===== config.mk =====
export PLATFORM = sky130hd
export DESIGN_NAME = fetch_queue_flat
export DESIGN_NICKNAME = d
export VERILOG_FILES = /design/src/rtl/fetch_queue_if.sv /design/src/rtl/fetch_queue.sv /design/src/flat_wrapper.sv
export SDC_FILE = /design/constraint.sdc
export NUM_CORES = 1
export LEC_CHECK = 0
export CAP_MARGIN = 20
export CORE_MARGIN = 1.5
export CORE_UTILIZATION = 25
export DETAILED_ROUTE_END_ITERATION = 7
export GPL_ROUTABILITY_DRIVEN = 0
export SLEW_MARGIN = 10
export SYNTH_ARGS = -nofsm -noshare
export SYNTH_HDL_FRONTEND = slang
export SYNTH_SLANG_ARGS = --single-unit

===== constraint.sdc =====
create_clock -name clk -period 7.6 [get_ports clk]
set_input_delay 1.52 -clock clk [delete_from_list [all_inputs] [get_ports clk]]
set_output_delay 1.52 -clock clk [all_outputs]
set_load 0.01 [all_outputs]

===== src/rtl/fetch_queue_if.sv =====
// fetch_queue_if: redirect, memory request/response and decode-side handshake of the fetch queue.
interface fetch_queue_if #(
    parameter int XLEN = 32,
    parameter int DEPTH = 4
);
    logic                       redirect;
    logic [XLEN-1:0]            redirect_pc;
    logic                       mem_req;
    logic [XLEN-1:0]            mem_addr;
    logic                       mem_gnt;
    logic                       mem_rvalid;
    logic [XLEN-1:0]            mem_rdata;
    logic                       out_valid;
    logic [XLEN-1:0]            out_inst;
    logic [XLEN-1:0]            out_pc;
    logic                       out_ready;
    logic [$clog2(DEPTH+1)-1:0] count;
    modport master (
        input  redirect, redirect_pc, mem_gnt, mem_rvalid, mem_rdata, out_ready,
        output mem_req, mem_addr, out_valid, out_inst, out_pc, count
    );
    modport slave (
        output redirect, redirect_pc, mem_gnt, mem_rvalid, mem_rdata, out_ready,
        input  mem_req, mem_addr, out_valid, out_inst, out_pc, count
    );
endinterface


===== src/rtl/fetch_queue.sv =====
// fetch_queue: sequential instruction fetcher with an in-order response FIFO;
// a redirect flushes the FIFO and drops responses still in flight.
module fetch_queue #(
    parameter int XLEN = 32,
    parameter int DEPTH = 4,
    parameter logic [XLEN-1:0] RESET_PC = '0
) (
    input logic           clk,
    input logic           rst,
    fetch_queue_if.master bus
);
    localparam int AW = $clog2(DEPTH);
    localparam int CW = $clog2(DEPTH + 1);
    localparam logic [XLEN-1:0] NOP = XLEN'(32'h0000_0013);
    logic [XLEN-1:0]   fetch_pc, ret_pc, target;
    logic [CW-1:0]     count, pending, discard;
    logic [AW-1:0]     rd_ptr, wr_ptr;
    logic [2*XLEN-1:0] fifo [DEPTH];
    logic              issue, gnt, rsp, push, pop, valid;
    always_comb begin
        target = {bus.redirect_pc[XLEN-1:2], 2'b00};
        issue  = rst && !bus.redirect && (({1'b0, count} + {1'b0, pending}) < (CW+1)'(DEPTH));
        gnt    = issue && bus.mem_gnt;
        rsp    = bus.mem_rvalid && pending != '0;
        push   = rsp && discard == '0 && !bus.redirect;
        valid  = count != '0;
        pop    = valid && bus.out_ready && !bus.redirect;
    end
    // Buffered plus in-flight fetches never exceed DEPTH, so a push always finds room.
    always_ff @(posedge clk or negedge rst) begin
        if (!rst) begin
            fetch_pc <= RESET_PC;
            ret_pc   <= RESET_PC;
            count    <= '0;
            pending  <= '0;
            discard  <= '0;
            rd_ptr   <= '0;
            wr_ptr   <= '0;
        end else if (bus.redirect) begin
            fetch_pc <= target;
            ret_pc   <= target;
            count    <= '0;
            rd_ptr   <= '0;
            wr_ptr   <= '0;
            pending  <= pending - CW'(rsp);
            discard  <= pending - CW'(rsp);
        end else begin
            fetch_pc <= gnt ? fetch_pc + XLEN'(4) : fetch_pc;
            ret_pc   <= push ? ret_pc + XLEN'(4) : ret_pc;
            pending  <= pending + CW'(gnt) - CW'(rsp);
            discard  <= (rsp && discard != '0) ? discard - CW'(1) : discard;
            count    <= count + CW'(push) - CW'(pop);
            wr_ptr   <= wr_ptr + AW'(push);
            rd_ptr   <= rd_ptr + AW'(pop);
        end
    end
    always_ff @(posedge clk) begin
        if (push) fifo[wr_ptr] <= {bus.mem_rdata, ret_pc};
    end
    assign bus.mem_req   = issue;
    assign bus.mem_addr  = fetch_pc;
    assign bus.out_valid = valid;
    assign bus.out_inst  = valid ? fifo[rd_ptr][2*XLEN-1:XLEN] : NOP;
    assign bus.out_pc    = valid ? fifo[rd_ptr][XLEN-1:0] : '0;
    assign bus.count     = count;
endmodule


===== src/flat_wrapper.sv =====
// flat-port wrapper written by rule: the top's interface ports become plain ports
module fetch_queue_flat 
#(
    parameter int XLEN = 32,
    parameter int DEPTH = 4,
    parameter logic [XLEN-1:0] RESET_PC = '0
)
  (clk, rst, bus_redirect, bus_redirect_pc, bus_mem_gnt, bus_mem_rvalid, bus_mem_rdata, bus_out_ready, bus_mem_req, bus_mem_addr, bus_out_valid, bus_out_inst, bus_out_pc, bus_count);
  fetch_queue_if #(.XLEN(XLEN), .DEPTH(DEPTH)) bus_i ();
  input logic clk;
  input logic rst;
  input wire logic [$bits(bus_i.redirect)-1:0] bus_redirect;
  input wire logic [$bits(bus_i.redirect_pc)-1:0] bus_redirect_pc;
  input wire logic [$bits(bus_i.mem_gnt)-1:0] bus_mem_gnt;
  input wire logic [$bits(bus_i.mem_rvalid)-1:0] bus_mem_rvalid;
  input wire logic [$bits(bus_i.mem_rdata)-1:0] bus_mem_rdata;
  input wire logic [$bits(bus_i.out_ready)-1:0] bus_out_ready;
  output wire logic [$bits(bus_i.mem_req)-1:0] bus_mem_req;
  output wire logic [$bits(bus_i.mem_addr)-1:0] bus_mem_addr;
  output wire logic [$bits(bus_i.out_valid)-1:0] bus_out_valid;
  output wire logic [$bits(bus_i.out_inst)-1:0] bus_out_inst;
  output wire logic [$bits(bus_i.out_pc)-1:0] bus_out_pc;
  output wire logic [$bits(bus_i.count)-1:0] bus_count;
  assign bus_i.redirect = bus_redirect;
  assign bus_i.redirect_pc = bus_redirect_pc;
  assign bus_i.mem_gnt = bus_mem_gnt;
  assign bus_i.mem_rvalid = bus_mem_rvalid;
  assign bus_i.mem_rdata = bus_mem_rdata;
  assign bus_i.out_ready = bus_out_ready;
  assign bus_mem_req = bus_i.mem_req;
  assign bus_mem_addr = bus_i.mem_addr;
  assign bus_out_valid = bus_i.out_valid;
  assign bus_out_inst = bus_i.out_inst;
  assign bus_out_pc = bus_i.out_pc;
  assign bus_count = bus_i.count;
  fetch_queue #(.XLEN(XLEN), .DEPTH(DEPTH), .RESET_PC(RESET_PC)) u_core (.clk(clk), .rst(rst), .bus(bus_i));
endmodule

==> Word level (Yosys, flattened, before mapping) <==
Memories as Yosys holds them, arrays and structs flattened.
Cells that the tools add are included.
{ "op_classes": {"muxes": 14, "reduce_logical": 17, "order_cmp": 1, "n_addsub": 11} }
{ "ops": {"columns": ["op", "n"], "rows": [
  ["$mux W32", 6],
  ["$add A32 B3 Y32 const B", 2],
  ["$mux W3", 4],
  ["$logic_and A1 B1 Y1", 9],
  ["$reduce_bool A3 Y1", 3],
  ["$sub A3 B1 Y3", 3],
  ["$add A3 B1 Y3", 2],
  ["$reduce_bool A2 Y1", 3],
  ["$add A2 B1 Y2", 2],
  ["$add A3 B3 Y4", 1],
  ["$lt A4 B3 Y1 const B", 1],
  ["$mux W2", 2],
  ["$logic_not A3 Y1", 1],
  ["$sub A3 B1 Y3 const B", 1],
  ["$mux W1", 2],
  ["$logic_not A1 Y1", 1]
]} }
{ "word_totals": {"ramBits": 256, "input_bits": 70, "output_inout_bits": 101, "elab_cells": 51, "reg_bits": 77, "mem_count": 1} }
{ "memory_table": {"columns": ["name", "words", "word_bits", "rd", "rd_clocked_by_memory_dff", "wr", "line", "rtl"], "rows": [
  ["u_core.fifo", 4, 64, 1, 0, 1, "fetch_queue.sv:18", "logic [2*XLEN-1:0] fifo [DEPTH];"]
]} }

==> Depth between registers and ports, before layout <==
Gate-level depths: netlist of the first run.
{ "logic_depth": {"ltp_word": 7, "depth_mapped": 11, "mapped_depth_nobuf": 10} }

==> Least setup slack after synthesis of the first run <==
OpenSTA, ideal clock, no wires.
{ "synth_timing": {"path_type": "input to register", "start": "input port bus_redirect", "end": "memory u_core.fifo[0][10] in the netlist's numbering (enable)", "cell_stages": 3, "path_slack_ns": -0.846, "n_path_buf": 2, "arrival_ns": 7.811, "required_time_ns": 6.965, "setup_ns": 0.635, "path_cell_list": "buf_6 > clkbuf_1 > nor4_1"} }
{ "synth_between": {"elab_chain_len": 4} }
{ "synth_lines": {"columns": ["item", "line", "rtl"], "rows": [
  ["start, declared", "flat_wrapper.sv:12", "input wire logic [$bits(bus_i.redirect)-1:0] bus_redirect;"],
  ["$logic_not A1 Y1", "fetch_queue.sv:25", "push = rsp && discard == '0 && !bus.redirect;"],
  ["$logic_and A1 B1 Y1", "fetch_queue.sv:25", null],
  ["$mux W1", "fetch_queue.sv:58", "if (push) fifo[wr_ptr] <= {bus.mem_rdata, ret_pc};"],
  ["$mux W1 (implied by the code)", "fetch_queue.sv:58", null],
  ["end, declared", "fetch_queue.sv:18", null]
]} }
No other way between the ends.

==> Worst setup path after layout of the first run <==
{ "layout_timing": {"start": "register u_core.rd_ptr[0]", "end": "output port bus_out_inst[4]"} }
{ "layout_between": {"elab_chain_len": 2} }
{ "layout_lines": {"columns": ["item", "line", "rtl"], "rows": [
  ["start, declared", "fetch_queue.sv:17", "logic [AW-1:0] rd_ptr, wr_ptr;"],
  ["start signal, assigned", "fetch_queue.sv:54", "rd_ptr <= rd_ptr + AW'(pop);"],
  ["$mem_v2 Z4 W64", null, null],
  ["$mux W32", "fetch_queue.sv:63", "assign bus.out_inst = valid ? fifo[rd_ptr][2*XLEN-1:XLEN] : NOP;"],
  ["end, declared", "flat_wrapper.sv:21", "output wire logic [$bits(bus_i.out_inst)-1:0] bus_out_inst;"]
]} }
No other way between the ends.

==> results_dict.tcl, run 1 <==
set metrics [dict create \
    cap_viol_max_count 0 \
    powerDensity_nw_per_um2 298 \
    reg2reg_from "u_core.discard[0]" \
    htree_levels 2 \
    io_pins 171 \
    dieArea_sq_um 56100 \
    clk_pin_slew_ps 60 \
    hp-start "u_core.bus.mem_addr[23]" \
    status "complete, no violations" \
    dr.pass1.iters 7 \
    via_per_inst 4.51 \
    route.detailed.drc 0 \
    syn_area_sq_um 13700 \
    fin_skew_ps 25.3 \
    fin_area_sq_um 17400 \
    grt_pass1_wl_mm 50.8 \
    p_leak_nw 5.75 \
    placed_cell_area_sq_um 16100 \
    die_h_microns 237 \
    drtAntennaViolNets 0 \
    ir_drop_v 0.000167 \
    startpoint "u_core.rd_ptr[0]" \
    ys.flop_type "edfxtp_1" \
    insertion_delay_ps 550 \
    cts_max_path_buffers 3 \
    rsz0062_at_grt "false" \
    final_hold_viol_count 0 \
    path_max_fanout 43 \
    track_usage 0.121 \
    critPathKind "reg2out" \
    post_cts_resized 0 \
    cp-end-kind "primary output" \
    avgSynthCellArea_sq_um 15.9 \
    cp-start-kind "register" \
    dr.first_iter.drc_count 505 \
    synth_edf_count 248 \
    cts_root_buf "clkbuf_16" \
    ys_ff_latch 321 \
    port-buffer-count 164 \
    synthCells 861 \
    slew_violations 0 \
    wl_per_cell_microns 19.0 \
    antenna_cells 0 \
    yosysSeqAreaShare 0.678 \
    setup_viol 0 \
    synthArstFlopShare 0.227 \
    fin_crit_ps 5040 \
    wl_mm 33.5 \
    postCtsSetupBuffers 0 \
    cts_sinks 321 \
    worstPathArrival_ps 3520 \
    antenna_found_initial 0 \
    cts_tree "built" \
    dp_cells 1693 \
    core_sq_um 53900 \
    fmax_ghz 0.199 \
    globalRoute.totalOverflow 0 \
    hold_class "reg2reg" \
    required_ps 6080 \
    numCtsBuffers 38 \
    rows 85 \
    relSlewSlack 0.321 \
    totalNegativeSetupSlack_ps 0 \
    nFillCells 5236 \
    layoutNonFillerInstCount 1763 \
    die_x_microns 237 \
    hold_ws_ps 554 \
    num-nets-final 1123 \
    worstMarginPinSlew_ps 1020 \
    grt_pass1_vias 8250 \
    hold_buffers 0 \
    finalCritPeriodShare 0.663 \
    grt_max_degree 64 \
    yosysWarningCount 0 \
    syn_to_final_growth_pct 27.5 \
    start_util 0.254 \
    layout-drive-gt1-share 0.160 \
    yosys.cell_types.count 55 \
    dr_total_vias 7955 \
    dpl.hpwl_mm 21.3 \
]
cell families (layout without fill, tap and decap cells):
group                      count (synthesis)  count (layout)  share of synthesized area
other                                      1               4                   0.000274
and+or+nand+nor                          261             261                      0.109
AOI/OAI and AO/OA                         83              83                     0.0392
xor gates and xnor gates                  42              42                     0.0269
buffers and inverters                     65             268                     0.0207
DFF                                      321             321                      0.678
adders and majority gates                 16              16                     0.0157
muxes                                     72              72                      0.110
layout by cell type, fill, tap and decap left out, drive strengths merged, types with 9 or more instances in the layout:
cell type,count
and3,14
buf,13
clkbuf,50
clkdlybuf4s50,162
clkinv,10
dfrtp,73
edfxtp,248
ha,14
inv,26
mux2,10
mux4,62
nand2,57
nand3,38
nand4,23
nor2,28
nor2b,63
nor3,10
o211ai,13
o21ai,38
o311ai,9
xnor2,16
xor2,26
worst paths after layout:
check                                                to  slack (ps)  cells past startpoint
max in group asynchronous              u_core.rd_ptr[0]        5440                      2
worst min register to register  u_core.bus.mem_addr[23]         550                      1
worst min-delay path            u_core.bus.mem_addr[23]         550                      1
min in group asynchronous       u_core.bus.mem_addr[13]         940                      1
worst max register to register       u_core.fifo[2][42]        4530                      8
worst max-delay path                    bus_out_inst[4]        2560                      4
power by group:
group | switching [W] | internal, W | total, W
registers | 0.000151 | 0.00201 | 0.00216
logic | 0.000559 | 0.000597 | 0.00116
clock network | 0.000723 | 0.00116 | 0.00188
total | 0.00143 | 0.00377 | 0.00520
registers in the layout, summed over array words and instances (netlist names):
signal and flops:
u_core.discard 3, u_core.bus.count 3, u_core.ret_pc 30, u_core.bus.mem_addr 30
u_core.rd_ptr 2, u_core.pending 3, u_core.wr_ptr 2, u_core.fifo 248
routing by layer:
metal  up-vias  GRT usage  part of all wire
li1       3657          -                 -
met3        46     0.0336             0.067
met1      4017      0.162              0.45
met2       235      0.191              0.46
met5         -          0                 0
met4         0     0.0334             0.018
layout make-up:
| type | count | area, sq um | share of cell area |
|---|---|---|---|
| flip-flops and latches | 321 | 9280 | 0.532 |
| multi-input cells | 478 | 4170 | 0.239 |
| repair buffers | 175 | 1730 | 0.0990 |
| clock buffers | 50 | 1060 | 0.0607 |
| well taps | 696 | 871 | 0.0499 |
| clock inverters | 20 | 250 | 0.0143 |
| inverters | 23 | 86.3 | 0.00495 |
through the flow:
step	setup WS, ps	total power [W]	util
global placement	2960	0.00337	0.299
CTS	2420	0.00531	0.323
finish	2560	0.00520	0.323
floorplan	1750	0.00276	-
global route	2290	0.00546	0.323
detailed placement	2940	0.00338	0.299
cells in the mapped netlist (4+ instances only):
| cell | n | area share |
|---|---|---|
| a21oi_1 | 5 | 0.0018 |
| a31oi_1 | 5 | 0.0023 |
| and2_1 | 4 | 0.0018 |
| and3_1 | 14 | 0.0064 |
| and4_1 | 4 | 0.0026 |
| buf_2 | 7 | 0.0026 |
| buf_4 | 6 | 0.0033 |
| clkbuf_1 | 26 | 0.0071 |
| dfrtp_1 | 73 | 0.13 |
| edfxtp_1 | 248 | 0.54 |
| ha_1 | 14 | 0.013 |
| inv_1 | 20 | 0.0055 |
| mux2_2 | 10 | 0.0082 |
| mux4_2 | 62 | 0.10 |
| nand2_1 | 56 | 0.015 |
| nand3_1 | 37 | 0.014 |
| nand4_1 | 21 | 0.0096 |
| nor2_1 | 26 | 0.0071 |
| nor2b_1 | 63 | 0.029 |
| nor3_1 | 10 | 0.0037 |
| o211ai_1 | 13 | 0.0071 |
| o21ai_0 | 23 | 0.0084 |
| o21ai_1 | 15 | 0.0055 |
| o311ai_1 | 9 | 0.0058 |
| xnor2_1 | 16 | 0.010 |
| xor2_1 | 26 | 0.017 |
worst max-delay path: stages (launching register included):
cell             delay [ps]
dfrtp_4                1050
buf_4                   540
mux4_2                  570
or2_2                   310
clkdlybuf4s50_1         490
Note: power is estimated with default switching activity, not from simulation.
==> run 2, diff against run 1 <==
==> constraint.sdc (replaced) <==
create_clock -name clk -period 4.7 [get_ports clk]
set_input_delay 0.94 -clock clk [delete_from_list [all_inputs] [get_ports clk]]
set_output_delay 0.94 -clock clk [all_outputs]
set_load 0.01 [all_outputs]
==> run 2 against run 1 <==
Against the previous run: clock skew is 5.8 ps higher; first-iteration DRC count is 16% lower; hold slack worse by 15 ps; worst setup slack worse by 1800 ps; non-clock buffer count is 4 higher; highest routed layer unchanged; global-route usage is 0.12 points higher; clock power is 51% higher; critical endpoint is now bus_out_inst[0]; via count is 1.2% higher.
==> results_dict.tcl, run 2 (synthesis results as in run 1) <==
set metrics [dict create \
    track_usage 0.122 \
    insertion_delay_ps 550 \
    grt_pass1_wl_mm 51.7 \
    num-nets-final 1126 \
    rows 85 \
    ir_drop_v 0.000234 \
    fmax_ghz 0.251 \
    postCtsSetupBuffers 0 \
    clk_pin_slew_ps 60 \
    largest_register_ffs 248 \
    post_cts_resized 0 \
    cap_viol_max_count 0 \
    powerDensity_nw_per_um2 472 \
    final_core_util 0.323 \
    via_per_inst 4.57 \
    p_sw_w 0.00229 \
    io_pins 171 \
    critPathKind "reg2out" \
    regMostFlops "u_core.fifo" \
    hold_buffers 0 \
    grt_max_degree 64 \
    pwr-share-comb 0.231 \
    pwr-share-clk 0.345 \
    drtAntennaViolNets 0 \
    dieArea_sq_um 56100 \
    cts_tree "built" \
    rsz0062_at_grt "false" \
    start_util 0.254 \
    htree_levels 2 \
    p_sw_frac 0.278 \
    seqPwrFrac 0.424 \
    die_h_microns 237 \
    power_w 0.00822 \
    cts_sinks 321 \
    path_max_fanout 28 \
    antenna_cells 0 \
    layout-drive-gt1-share 0.159 \
    relSlewSlack 0.397 \
    cp-start-kind "register" \
    wl_per_cell_microns 19.1 \
    cts_max_path_buffers 3 \
    core_sq_um 53900 \
    port-buffer-count 164 \
    dr.first_iter.drc_count 424 \
    slew_violations 0 \
    required_ps 3760 \
    cp-end-kind "primary output" \
    syn_to_final_growth_pct 27.4 \
    globalRoute.totalOverflow 0 \
    fin_skew_ps 31.0 \
    dpl.hpwl_mm 21.5 \
    dr.pass1.iters 4 \
    fin_crit_ps 3980 \
    finalCritPeriodShare 0.847 \
    intPower_w 0.00593 \
    grt_pass1_vias 8475 \
    cts_root_buf "clkbuf_16" \
    nFillCells 5219 \
    die_x_microns 237 \
    final_common_cell "edfxtp_1" \
    wl_mm 33.7 \
    status "complete, no violations" \
    worstMarginPinSlew_ps 901 \
    antenna_found_initial 0 \
    worstPathArrival_ps 3040 \
    numCtsBuffers 37 \
    hold_class "in2async" \
    p_leak_nw 5.72 \
    final_hold_viol_count 0 \
    totalNegativeSetupSlack_ps 0 \
    setup_viol 0 \
    final_cell_mix "edfxtp_1, clkdlybuf4s50_1, dfrtp_1, nor2b_1, mux4_2" \
    dr_total_vias 8049 \
    route.detailed.drc 0 \
]
-- run 2: power groups by stage --
stage / sequential [W] / clock (W) / combinational [W]
6_report: 0.00348 / 0.00283 / 0.00190
5_1_grt: 0.00352 / 0.00303 / 0.00208
4_1_cts: 0.00349 / 0.00293 / 0.00196
3_5_place_dp: 0.00354 / 0 / 0.00195
3_3_place_gp: 0.00354 / 0 / 0.00193
2_1_floorplan: 0.00344 / 0 / 0.00102
-- run 2: area by class of cell --
cell class                      count  area (sq um)  share of cell area
Clock buffer                       44           962              0.0552
Clock inverter                     22           228              0.0131
Inverter                           23          86.3             0.00496
Multi-Input combinational cell    478          4170               0.239
Sequential cell                   321          9280               0.533
Tap cell                          696           871              0.0500
Timing Repair Buffer              179          1820               0.104
-- run 2: metrics by stage --
step / cell area, sq um / setup slack, ps / hold WS, ps / cells
floorplan: 13700 / 65.9 / 494 / 864
global placement: 16200 / 1220 / 521 / 1697
detailed placement: 16200 / 1190 / 519 / 1697
CTS: 17400 / 608 / 529 / 1763
global route: 17400 / 529 / 556 / 1763
finish: 17400 / 721 / 539 / 1763
-- run 2: critical path: stages, from the launching register on --
cell and delay (ps):
dfrtp_4 870, buf_12 330, mux4_2 530, or2_2 270
clkdlybuf4s50_1 480
-- run 2: final timing paths --
check,start,to,slack (ps),cells after the start
worst max-delay path,u_core.rd_ptr[0],bus_out_inst[0],720,4
worst min-delay path,rst,u_core.bus.mem_addr[12],540,2
worst max register to register,u_core.bus.count[1],u_core.pending[2],1790,9
worst min register to register,u_core.bus.mem_addr[31],u_core.bus.mem_addr[31],540,1
max in group asynchronous,rst,u_core.rd_ptr[0],3160,3
min in group clk,u_core.bus.mem_addr[31],u_core.bus.mem_addr[31],540,1
-- run 2: per-layer routing --
layer,global-route usage,vias to the layer above,share of wire
met1,0.162,4090,0.45
met3,0.0314,43,0.065
met2,0.197,251,0.47
met4,0.0324,0,0.020
met5,0,-,0
li1,-,3665,-
==> run 3, diff against run 2 <==
==> constraint.sdc (replaced) <==
create_clock -name clk -period 3.85 [get_ports clk]
set_input_delay 0.77 -clock clk [delete_from_list [all_inputs] [get_ports clk]]
set_output_delay 0.77 -clock clk [all_outputs]
set_load 0.01 [all_outputs]
==> run 3 against run 2 <==
Against the previous run: clock skew fell by 9.5 ps; first-iteration DRC count rose by 28%; highest routed layer unchanged; clock power rose by 29%; hold slack got worse by 140 ps; count of clock-buffer cells in the layout rose by 2; non-clock buffer count rose by 7; cell count rose by 0.40%; total power rose by 25%; sequential power rose by 21%; final area rose by 0.87%.
==> results_dict.tcl, run 3 (synthesis results as in run 1) <==
set metrics [dict create \
    status "complete, no violations" \
    core_sq_um 53900 \
    dpl.hpwl_mm 21.7 \
    rows 85 \
    grt_pass1_wl_mm 52.0 \
    cts_tree "built" \
    final_cell_mix "edfxtp_1, clkdlybuf4s50_1, dfrtp_1, nor2b_1, mux4_2" \
    path_max_fanout 24 \
    slew_violations 0 \
    cap_viol_max_count 0 \
    slowest_delay_ps 690 \
    dr_total_vias 8110 \
    die_h_microns 237 \
    setup_viol 0 \
    layout-drive-gt1-share 0.163 \
    cts_sinks 321 \
    worstPathArrival_ps 2820 \
    wl_per_cell_microns 19.1 \
    fmax_ghz 0.278 \
    ir_drop_v 0.000419 \
    wl_mm 33.8 \
    syn_to_final_growth_pct 28.5 \
    hold_class "in2async" \
    dr.pass1.iters 5 \
    start_util 0.254 \
    grt_pass1_vias 8425 \
    final_core_util 0.326 \
    insertion_delay_ps 540 \
    largest_register_ffs 248 \
    die_x_microns 237 \
    numCtsBuffers 37 \
    crit_buf_inv 2 \
    postCtsSetupBuffers 0 \
    clk_pin_slew_ps 60 \
    fin_crit_ps 3590 \
    route.detailed.drc 0 \
    crit_slowest_cell "dfrtp_4" \
    final_common_cell "edfxtp_1" \
    regMostFlops "u_core.fifo" \
    drtAntennaViolNets 0 \
    io_pins 171 \
    cp-start-kind "register" \
    required_ps 3080 \
    num-nets-final 1133 \
    hold_buffers 0 \
    track_usage 0.122 \
    post_cts_resized 0 \
    dp_cells 1704 \
    critPathKind "reg2out" \
    dieArea_sq_um 56100 \
    globalRoute.totalOverflow 0 \
    power_w 0.0103 \
    rsz0062_at_grt "false" \
    htree_levels 2 \
    setup_ws_ps 255 \
    powerDensity_nw_per_um2 585 \
    layoutNonFillerInstCount 1770 \
    worstPathCellList "buf_12, mux4_2, or2_2, clkdlybuf4s50_1" \
    dr.first_iter.drc_count 543 \
    cts_max_path_buffers 3 \
    hold_ws_ps 402 \
    dp_slack_ps 718 \
    fin_skew_ps 21.5 \
    cp-end-kind "primary output" \
    cts_root_buf "clkbuf_16" \
    crit_family "buffers and inverters" \
    grt_max_degree 64 \
    p_leak_nw 5.81 \
    port-buffer-count 164 \
    antenna_cells 0 \
    worstMarginPinSlew_ps 872 \
    finalCritPeriodShare 0.934 \
    relSlewSlack 0.416 \
    final_hold_viol_count 0 \
    via_per_inst 4.58 \
    antenna_found_initial 0 \
]
==> run 3: path summary, 6_finish.rpt <==
kind	start	to	slack, ps	cells after the start
max in group asynchronous	rst	u_core.rd_ptr[0]	2500	3
min in group clk	u_core.bus.mem_addr[31]	u_core.bus.mem_addr[31]	550	1
max reg2reg	u_core.bus.count[1]	u_core.bus.count[2]	1090	12
max	u_core.rd_ptr[0]	bus_out_inst[0]	260	4
min	rst	u_core.bus.mem_addr[18]	400	2
min reg2reg	u_core.bus.mem_addr[31]	u_core.bus.mem_addr[31]	550	1
==> run 3: worst register-to-register path, cell delays in order, from the launching register on <==
cell and delay [ps]:
dfrtp_1 370, buf_4 170, nor3_2 250, buf_12 330
inv_1 150, and3_1 240, ha_1 270, inv_1 50
ha_1 130, inv_1 50, fa_1 380, xnor2_1 180
nor2_1 60
==> run 3: metrics by stage <==
stage / cell area, sq um / TNS, ps
after floorplan: 13700 / -38050
after global placement: 16300 / 0
after detailed placement: 16300 / 0
after CTS: 17600 / 0
after global routing: 17600 / 0
final: 17600 / 0
==> run 3: where the power goes <==
part	total, W	internal, W	switching, W
Sequential	0.00422	0.00396	0.000255
Clock	0.00366	0.00227	0.00140
Combinational	0.00240	0.00123	0.00117
Total	0.0103	0.00746	0.00283
==> run 3: layer usage <==
| layer | vias to the layer above | wire length (microns) | track usage |
|---|---|---|---|
| met5 | - | 0 | 0 |
| met2 | 274 | 15500 | 0.188 |
| met1 | 4092 | 15700 | 0.171 |
| li1 | 3689 | - | - |
| met3 | 55 | 1880 | 0.0234 |
| met4 | 0 | 764 | 0.0422 |
==> run 3: layout make-up <==
type | count | area, sq um
Fill cell | 5185 | 36400
Sequential cell | 321 | 9280
Multi-Input combinational cell | 478 | 4170
Inverter | 23 | 86.3
Clock buffer | 46 | 970
Clock inverter | 20 | 297
Tap cell | 696 | 871
Timing Repair Buffer | 186 | 1900
